[src/rtl/color_sequencer.sv]
// ---------------------------------------------------------------------------
// color_sequencer
//
// Upstream stage of the light-stick PWM driver. Turns two raw push-buttons
// into the 6-bit rgb_pwm word {R[1:0], G[1:0], B[1:0]} consumed by the PWM
// stage (a channel level of 3 is rendered fully on).
//
//   - Both buttons are synchronized, debounced and edge-detected into
//     one-cycle press pulses.
//   - The mode button walks OFF -> STATIC -> BLINK -> FADE -> OFF.
//   - The colour button steps an 8-entry palette (ignored in OFF).
//   - A step timer drives the blink phase and the fade triangle.
//
// Optional feature (compile-time macro AUTO_CYCLE_EN):
//   When defined, every time the fade triangle returns from level 1 to 0 the
//   palette index advances by one. A coincident manual colour press still
//   yields a single increment.
//
// Reset release is expected to be synchronized to clk upstream; assertion is
// fully asynchronous and clears every flop immediately.
//
// Ports:
//   clk        in   system clock (PWM stage domain)
//   rst_n      in   asynchronous active-low reset
//   btn_mode   in   raw mode button, active-high, asynchronous to clk
//   btn_color  in   raw colour button, active-high, asynchronous to clk
//   rgb_pwm    out  registered colour levels R[5:4] G[3:2] B[1:0]
//   mode       out  current mode: 0 OFF, 1 STATIC, 2 BLINK, 3 FADE
// ---------------------------------------------------------------------------
module color_sequencer #(
    parameter int unsigned DEBOUNCE_CYCLES = 50000,
    parameter int unsigned STEP_CYCLES     = 2500000
) (
    input  logic       clk,
    input  logic       rst_n,
    input  logic       btn_mode,
    input  logic       btn_color,
    output logic [5:0] rgb_pwm,
    output logic [1:0] mode
);

    typedef enum logic [1:0] {
        MODE_OFF    = 2'd0,
        MODE_STATIC = 2'd1,
        MODE_BLINK  = 2'd2,
        MODE_FADE   = 2'd3
    } mode_e;

    localparam int unsigned DB_W   = (DEBOUNCE_CYCLES > 1) ? $clog2(DEBOUNCE_CYCLES) : 1;
    localparam int unsigned STEP_W = (STEP_CYCLES > 1) ? $clog2(STEP_CYCLES) : 1;
    localparam logic [DB_W-1:0]   DB_LAST   = DB_W'(DEBOUNCE_CYCLES - 1);
    localparam logic [STEP_W-1:0] STEP_LAST = STEP_W'(STEP_CYCLES - 1);

`ifdef AUTO_CYCLE_EN
    localparam bit AUTO_CYCLE = 1'b1;
`else
    localparam bit AUTO_CYCLE = 1'b0;
`endif

    // Button vectors: bit 0 = mode button, bit 1 = colour button.
    logic [1:0]      sync1_q, sync2_q;
    logic [1:0]      db_q, db_d;
    logic [1:0]      db_prev_q;
    logic [DB_W-1:0] db_cnt_q [2];
    logic [DB_W-1:0] db_cnt_d [2];
    logic [1:0]      press;
    logic            mode_press, color_press;

    mode_e           state_q, state_d;
    logic [STEP_W-1:0] step_cnt_q, step_cnt_d;
    logic            tick;
    logic            phase_q, phase_d;
    logic [1:0]      level_q, level_d;
    logic            dir_up_q, dir_up_d;
    logic            fade_wrap;
    logic [2:0]      color_idx_q, color_idx_d;
    logic            color_inc;
    logic [5:0]      pal;
    logic [5:0]      rgb_q, rgb_d;

    function automatic logic [5:0] palette(input logic [2:0] idx);
        logic [5:0] c;
        case (idx)
            3'd0:    c = 6'b11_00_00;
            3'd1:    c = 6'b11_11_00;
            3'd2:    c = 6'b00_11_00;
            3'd3:    c = 6'b00_11_11;
            3'd4:    c = 6'b00_00_11;
            3'd5:    c = 6'b11_00_11;
            3'd6:    c = 6'b11_11_11;
            default: c = 6'b01_01_01;
        endcase
        return c;
    endfunction

    function automatic logic [1:0] min2(input logic [1:0] a, input logic [1:0] b);
        return (a < b) ? a : b;
    endfunction

    // ---------------------------------------------------------------------
    // Debounce: the counter only runs while the synced level disagrees with
    // the accepted state; any agreement restarts the qualification window.
    // ---------------------------------------------------------------------
    always_comb begin
        // NOTE: every combinational output gets a default before any branch,
        // so no path leaves a signal unassigned and no latch is inferred.
        db_d = db_q;
        for (int b = 0; b < 2; b++) begin
            db_cnt_d[b] = '0;
            if (sync2_q[b] != db_q[b]) begin
                if (db_cnt_q[b] == DB_LAST) begin
                    db_d[b] = sync2_q[b];
                end else begin
                    db_cnt_d[b] = db_cnt_q[b] + 1'b1;
                end
            end
        end
    end

    // Rising edge of the debounced level only; releases never pulse.
    assign press       = db_q & ~db_prev_q;
    assign mode_press  = press[0];
    assign color_press = press[1];

    // ---------------------------------------------------------------------
    // Mode FSM
    // ---------------------------------------------------------------------
    always_comb begin
        state_d = state_q;
        if (mode_press) begin
            case (state_q)
                MODE_OFF:    state_d = MODE_STATIC;
                MODE_STATIC: state_d = MODE_BLINK;
                MODE_BLINK:  state_d = MODE_FADE;
                default:     state_d = MODE_OFF;
            endcase
        end
    end

    // ---------------------------------------------------------------------
    // Step timer and animation state. A mode change restarts the timer so
    // every animation begins with a full step period.
    // ---------------------------------------------------------------------
    assign tick = (step_cnt_q == STEP_LAST);

    always_comb begin
        step_cnt_d = step_cnt_q + 1'b1;
        if (mode_press || tick) begin
            step_cnt_d = '0;
        end
    end

    always_comb begin
        phase_d   = phase_q;
        level_d   = level_q;
        dir_up_d  = dir_up_q;
        fade_wrap = 1'b0;

        if (state_d == MODE_BLINK && state_q != MODE_BLINK) begin
            phase_d = 1'b1;
        end else if (tick && state_q == MODE_BLINK) begin
            phase_d = ~phase_q;
        end

        if (state_d == MODE_FADE && state_q != MODE_FADE) begin
            level_d  = 2'd0;
            dir_up_d = 1'b1;
        end else if (tick && state_q == MODE_FADE && !mode_press) begin
            // Triangle 0,1,2,3,2,1,0,...: direction flips on arriving at an
            // endpoint so neither endpoint is held for two steps.
            if (dir_up_q) begin
                level_d = level_q + 2'd1;
                if (level_q == 2'd2) dir_up_d = 1'b0;
            end else begin
                level_d = level_q - 2'd1;
                if (level_q == 2'd1) begin
                    dir_up_d  = 1'b1;
                    fade_wrap = 1'b1;
                end
            end
        end
    end

    // ---------------------------------------------------------------------
    // Colour index: the OFF gate uses the pre-update mode, so a press that
    // coincides with leaving OFF is still ignored. OR-ing the two sources
    // keeps a coincident manual + automatic advance to a single step.
    // ---------------------------------------------------------------------
    always_comb begin
        color_inc   = (color_press && state_q != MODE_OFF) || (AUTO_CYCLE && fade_wrap);
        color_idx_d = color_inc ? color_idx_q + 3'd1 : color_idx_q;
    end

    // ---------------------------------------------------------------------
    // Output colour, registered one cycle behind the state registers.
    // ---------------------------------------------------------------------
    assign pal = palette(color_idx_q);

    always_comb begin
        rgb_d = '0;
        case (state_q)
            MODE_STATIC: rgb_d = pal;
            MODE_BLINK:  rgb_d = phase_q ? pal : 6'd0;
            MODE_FADE:   rgb_d = {min2(pal[5:4], level_q),
                                  min2(pal[3:2], level_q),
                                  min2(pal[1:0], level_q)};
            default:     rgb_d = '0;
        endcase
    end

    // ---------------------------------------------------------------------
    // State registers
    // ---------------------------------------------------------------------
    always_ff @(posedge clk or negedge rst_n) begin
        if (!rst_n) begin
            sync1_q     <= '0;
            sync2_q     <= '0;
            db_q        <= '0;
            db_prev_q   <= '0;
            for (int b = 0; b < 2; b++) db_cnt_q[b] <= '0;
            state_q     <= MODE_OFF;
            step_cnt_q  <= '0;
            phase_q     <= 1'b0;
            level_q     <= 2'd0;
            dir_up_q    <= 1'b1;
            color_idx_q <= 3'd0;
            rgb_q       <= '0;
        end else begin
            // NOTE: non-blocking assignments make every flop sample the
            // pre-edge values, which the synchronizer chain relies on.
            sync1_q     <= {btn_color, btn_mode};
            sync2_q     <= sync1_q;
            db_q        <= db_d;
            db_prev_q   <= db_q;
            for (int b = 0; b < 2; b++) db_cnt_q[b] <= db_cnt_d[b];
            state_q     <= state_d;
            step_cnt_q  <= step_cnt_d;
            phase_q     <= phase_d;
            level_q     <= level_d;
            dir_up_q    <= dir_up_d;
            color_idx_q <= color_idx_d;
            rgb_q       <= rgb_d;
        end
    end

    assign rgb_pwm = rgb_q;
    assign mode    = state_q;

endmodule
[config.mk]
export PLATFORM = sky130hd
export DESIGN_NAME = color_sequencer
export DESIGN_NICKNAME = d
export VERILOG_FILES = /design/src/rtl/color_sequencer.sv
export SDC_FILE = /design/constraint.sdc
export NUM_CORES = 1
export LEC_CHECK = 0
export ABC_AREA = 1
export ABC_CLOCK_PERIOD_IN_PS = 2270
export BUFFER_PORTS_ARGS = -buffer_cell sky130_fd_sc_hd__buf_2
export CORE_MARGIN = 2
export CORE_UTILIZATION = 55
export DETAILED_ROUTE_END_ITERATION = 16
export HOLD_SLACK_MARGIN = 0.05
export PLACE_DENSITY = 0.72
export SLEW_MARGIN = 20
export SYNTH_ARGS = -nofsm -noshare
export SYNTH_HDL_FRONTEND = slang
export SYNTH_SLANG_ARGS = --single-unit
[constraint.sdc]
create_clock -name clk -period 2.27 [get_ports clk]
set_input_delay 0.3405 -clock clk [delete_from_list [all_inputs] [get_ports clk]]
set_output_delay 0.3405 -clock clk [all_outputs]
set_load 0.05 [all_outputs]
* Yosys cells after proc, flatten, opt, wreduce, memory -nomap -nowiden
Cells that the tools add are included.
** Operators by class
- Add/sub/neg operators :: 6
- Multipliers :: 0
- Divide/modulo/power cells :: 0
- $lt $le $gt $ge :: 3
- Equality and inequality tests :: 20
- Shift operators :: 0
- Muxes and demuxes :: 23
- Bitwise operators :: 3
- Reduce and logical (&&, ||, !) cells :: 15
** Operator list (number)
- 16-bit two-way mux :: 4
- 6-bit one-hot mux with 7 select lines :: 1
- 16-bit by 1-bit adder with 16-bit output (second input constant) :: 2
- 16-bit == test (second input constant) :: 2
- 22-bit by 1-bit adder with 22-bit output (second input constant) :: 1
- 22-bit == test (second input constant) :: 1
- 22-bit two-way mux :: 1
- 6-bit one-hot mux with 3 select lines :: 1
- 2-bit two-way mux :: 7
- 2-bit == test (second input constant) :: 5
- 3-bit == test (second input constant) :: 3
- 1-bit two-way mux :: 7
- 3-bit by 2-bit == test with 1-bit output (second input constant) :: 2
- 1-bit logical AND :: 6
- 2-bit < comparator :: 3
- 6-bit two-way mux :: 1
- 2-bit one-hot mux with 3 select lines :: 1
- 2-bit nonzero test :: 3
- 2-bit by 1-bit == test with 1-bit output (second input constant) :: 2
- 2-bit inequality test (second input constant) :: 2
- 2-bit AND reduction :: 2
- 3-bit by 1-bit adder with 3-bit output (second input constant) :: 1
- 3-bit by 1-bit == test with 1-bit output (second input constant) :: 1
- 3-bit logical NOT :: 1
- 9 further kinds :: 10
** Word-level totals
- Register bits after elaboration :: 77
- Latch bits :: 0
- RAM bits :: 0
- ROM bits :: 0
- Input port bits :: 4
- Output and inout bits :: 8
- Logic and storage cells :: 84
- Memories :: 0

* Depth between registers and ports, before layout
- Depth after elaboration :: 6
- Mapped depth :: 11
- Depth with buffers taken out :: 11

* Worst setup path after synthesis
Ideal clock, no wire load.
- Path type :: register to register
- Start point :: register color_idx_q[0]
- End point :: register rgb_q[0], in the netlist rgb_pwm[0]
- Data arrival time :: 1.836 ns
- Data required time :: 2.192 ns
- Slack :: 0.357 ns
- Cell stages (with the launch flop) :: 10
- Path buffers :: 0
- Clock period less this slack :: 1.913 ns
- Cells stage by stage :: dfrtp_1 -> inv_1 -> ha_1 -> or2_2 -> nor2_1 -> o21ai_0 -> ha_1 -> nor3_1 -> o22ai_1 -> a21oi_1
** On the way
- Word-level cells in the longest chain between the ends :: 5
- Elaborated cells on any way between the ends :: 12
** RTL lines
- start: declaration :: RTL line 76 : logic [2:0] color_idx_q, color_idx_d;
- start signal: assignment :: RTL line 241 : color_idx_q <= color_idx_d;
- 3-bit == test (tied with other cells) :: RTL line 83 : case (idx)
- 6-bit one-hot mux with 7 select lines * :: RTL line 83
- 2-bit < comparator :: RTL line 97 : return (a < b) ? a : b;
- 2-bit two-way mux :: RTL line 97
- 6-bit one-hot mux with 3 select lines * :: RTL line 201 : case (state_q)
- named net rgb_d[0] :: RTL line 79 : logic [5:0] rgb_q, rgb_d;
- end signal: assignment :: RTL line 242 : rgb_q <= rgb_d;
- end: declaration :: RTL line 79
The timed path passes the listed nets; every way through them passes the cells marked *.
A chain may end at the register's enable or synchronous reset.

* Worst setup path after layout
- Start point :: register color_idx_q[0]
- End point :: register rgb_q[4], in the netlist rgb_pwm[4]
The elaborated chain is that of the path after synthesis.

==> flow_summary_export.csv <==
group,metric,value,unit
status,status,"finished clean",
worst_setup_path,reg2reg_from,"color_idx_q[0]$_DFFE_PN0P_",
pwr,powerDensity,554,nW/um^2
floorplanning,die-area,8620,um^2
timing,hold-worst-slack,0.0928,ns
timing,worst_clock_skew,0.00846,ns
yosys,synth_nets,591,
yosys,yosysWarnings,0,
yosys,syn_area_per_cell,7.65,um^2
global_routing,antenna_found_initial,0,
final_layout,final_cell_mix,"137 x nand2_1, 116 x nor2_1, 76 x dfrtp_1, 69 x inv_1, 37 x nand3_1",
pwr,p_seq_share,52.7,%
pwr,power.switching,0.560,mW
global_routing,first_global_vias,3556,
clocking,tritoncts,"done",
run,maxCapViolCount,0,
clocking,cts_buffers,9,
hold_path,hold_path.class,"input pin to register",
floorplanning,rows,32,
floorplanning,die_x,92.8,um
final_layout,n_antenna_cell,0,
clocking,cts_num_sinks,77,
worst_setup_path,critPathRequiredTime,2.55,ns
floorplanning,core,7690,um^2
pwr,netSwitchingFraction,21.2,%
clocking,cts-htree-levels,3,
timing,fin_crit,2.09,ns
place,dpl_cell_area,4530,um^2
routing,wl,8.45,mm
timing,slew_headroom,65.2,%
hold_path,hold-path-cell-count,1,
clocking,insertion_delay,0.35,ns
pwr,power_frac_comb,2.4,%
place,dp_slack,0.172,ns
timing,fin_ws,0.183,ns
final_layout,multiInputGateArea,2120,um^2
worst_setup_path,crit_arrival,2.37,ns
yosys,ys_seq_area_share,44.4,%
pwr,clock_power_share,44.9,%
hold_path,hold_path.startpoint,"btn_color",
routing,postRouteAntennaNets,0,
yosys,syn_area,4340,um^2
worst_setup_path,worst_setup_path_start_kind,"register",
yosys,synth.distinct_cells,31,
final_layout,fill_cells,691,
floorplanning,initial_core_util,56.4,%
pwr,p_leak,2.19,nW
worst_setup_path,rrSetupSlack,0.18,ns
final_layout,area_delta_synth_final,9.98,%
yosys,ys_ff_latch,77,
timing,grt_setup_unrepaired,"no",
clocking,cts_root_buffer,"clkbuf_8",
pwr,p_int,2.08,mW
timing,hold_violations,0,
routing,drc,0,
final_layout,post-route-util,62.1,%
hold_path,min_to,"sync1_q[1]$_DFF_PN0_",
worst_setup_path,reg2reg_depth,9,
global_routing,grt_first_pass_wirelength,15.3,mm
final_layout,fin_area,4770,um^2
pwr,ir_drop,0.294,mV
place,io_buffers,11,
routing,vias,3556,
clocking,clock_path_buffers,2,
timing,setup_tns,0,ns
yosys,netlist_instances,567,
routing,drt_iter0_markers,132,
floorplanning,chipHeight,92.8,um
final_layout,nets,614,
routing,drt-wirelength-per-cell,12.1,um
place,gp_congestion,0.882,
timing,maxSlewViolCount,0,
global_routing,grt_max_degree,40,
worst_setup_path,worstSetupEndpointType,"register",
routing,dr.pass1.iters,5,
timing,setup_viol_count_final,0,
floorplanning,pin_count,12,
final_layout,drive_gt1_share,9.41,%
worst_setup_path,critPathKind,"register to register",
clocking,path_clk_slew,0.08,ns
place,dp_hpwl,6.17,mm
timing,tightest_slew,0.521,ns
routing,viasPerCell,5.10,
global_routing,overflow,0,
timing,fmax,479,MHz
worst_setup_path,critPathMaxFanout,5,
final_layout,regArea,1930,um^2
final_layout,mostFrequentLayoutCell,"nand2_1",
global_routing,grt.total_usage,21.9,%
timing,post-route-period-util,92.0,%
worst_setup_path,reg2reg_to,"rgb_pwm[4]$_DFF_PN0_",
[worst max-delay path, stage by stage, from the launching register on]
cell     delay (ns)
dfrtp_1        0.42
inv_1          0.11
ha_1           0.20
or2_2          0.27
o21ai_0        0.21
inv_1          0.11
ha_1           0.28
nor3_1         0.16
o21ai_0        0.10
a21oi_1        0.14
[timing repair]
item,CTS,global route
setup endpoints to repair,0,1
hold endpoints to repair,37,0
hold buffers,1,0
setup buffers,0,0
gates resized for setup,0,1
[sequential cells by signal, indices dropped and copies added, names as in the netlist]
name and flops:
sync2_q 2, db_prev_q 2, dir_up_q 1, sync1_q 2
db_q 2, step_cnt_q 22, rgb_pwm 6, phase_q 1
level_q 2, color_idx_q 3, db_cnt_q 32, mode 2
[synth_stat cells]
library cell  number  area (um^2)
nand2_1          137          514
nor2_1           116          435
dfrtp_1           76         1900
inv_1             69          259
nand3_1           37          185
ha_1              20          250
xor2_1            20          175
a21oi_1           15         75.1
o21ai_0           15         75.1
nor3_1            11         55.1
nor2_2             8         50.1
nand4_1            7         43.8
nor2_4             5         56.3
xnor2_1            5         43.8
nand2_2            4         25.0
nor3_2             3         30.0
a31oi_1            2         12.5
buf_6              2         22.5
nand3b_1           2         15.0
nor3b_1            2         15.0
clkinv_2           1         5.00
dfstp_2            1         26.3
inv_2              1         3.75
nand2_4            1         11.3
nand3_2            1         10.0
nor2b_1            1         6.26
o21a_1             1         7.51
o21ai_2            1         8.76
o21bai_1           1         7.51
o22ai_1            1         6.26
or2_2              1         6.26
[power by group through the flow]
stage	logic, mW	registers [mW]	clock network, mW
5_1_grt	0.0758	1.39	1.27
3_3_place_gp	0.0632	1.42	0
4_1_cts	0.0668	1.39	1.22
3_5_place_dp	0.0654	1.42	0
6_report	0.0633	1.39	1.19
2_1_floorplan	0.0222	1.42	0
[metal layers]
metal | wire length [um] | vias to the layer above | global-route usage [%]
met3 | 226 | 14 | 3.01
met4 | 153 | 0 | 9.19
met1 | 4020 | 1672 | 28.4
met5 | 0 | - | 0
li1 | - | 1819 | -
met2 | 4050 | 51 | 36.9
[how the worst max path moves through the flow]
stage                                    start                    to  slack (ns)
floorplan           color_idx_q[0]$_DFFE_PN0P_  rgb_pwm[0]$_DFF_PN0_        0.36
global placement    color_idx_q[0]$_DFFE_PN0P_  rgb_pwm[0]$_DFF_PN0_        0.29
detailed placement  color_idx_q[0]$_DFFE_PN0P_  rgb_pwm[0]$_DFF_PN0_        0.17
CTS                 color_idx_q[0]$_DFFE_PN0P_  rgb_pwm[0]$_DFF_PN0_        0.15
global route        color_idx_q[0]$_DFFE_PN0P_  rgb_pwm[0]$_DFF_PN0_       0.009
finish              color_idx_q[0]$_DFFE_PN0P_  rgb_pwm[4]$_DFF_PN0_        0.18
[logic make-up after synthesis]
logic type               after synthesis  share of synthesized area, %
flip-flops                            77                          44.4
AND/OR/NAND/NOR                      336                          33.6
AO/OA/AOI/OAI                         36                          4.44
XOR/XNOR                              25                          5.05
buffers and inverters                 73                          6.69
adder cells (fa/ha/maj)               20                          5.77
[final cells by class]
type	instances	share of cell area, %
Clock buffer	11	3.17
Clock inverter	5	1.70
Inverter	71	5.61
Multi-Input combinational cell	417	44.4
Sequential cell	77	40.4
Tap cell	102	2.67
Timing Repair Buffer	14	1.99
[metrics by stage]
stage | instances | power [mW]
final | 697 | 2.64
after global routing | 697 | 2.74
after CTS | 697 | 2.68
after detailed placement | 680 | 1.48
after global placement | 680 | 1.48
after floorplan | 567 | 1.44
(Power assumes the default switching activity.)
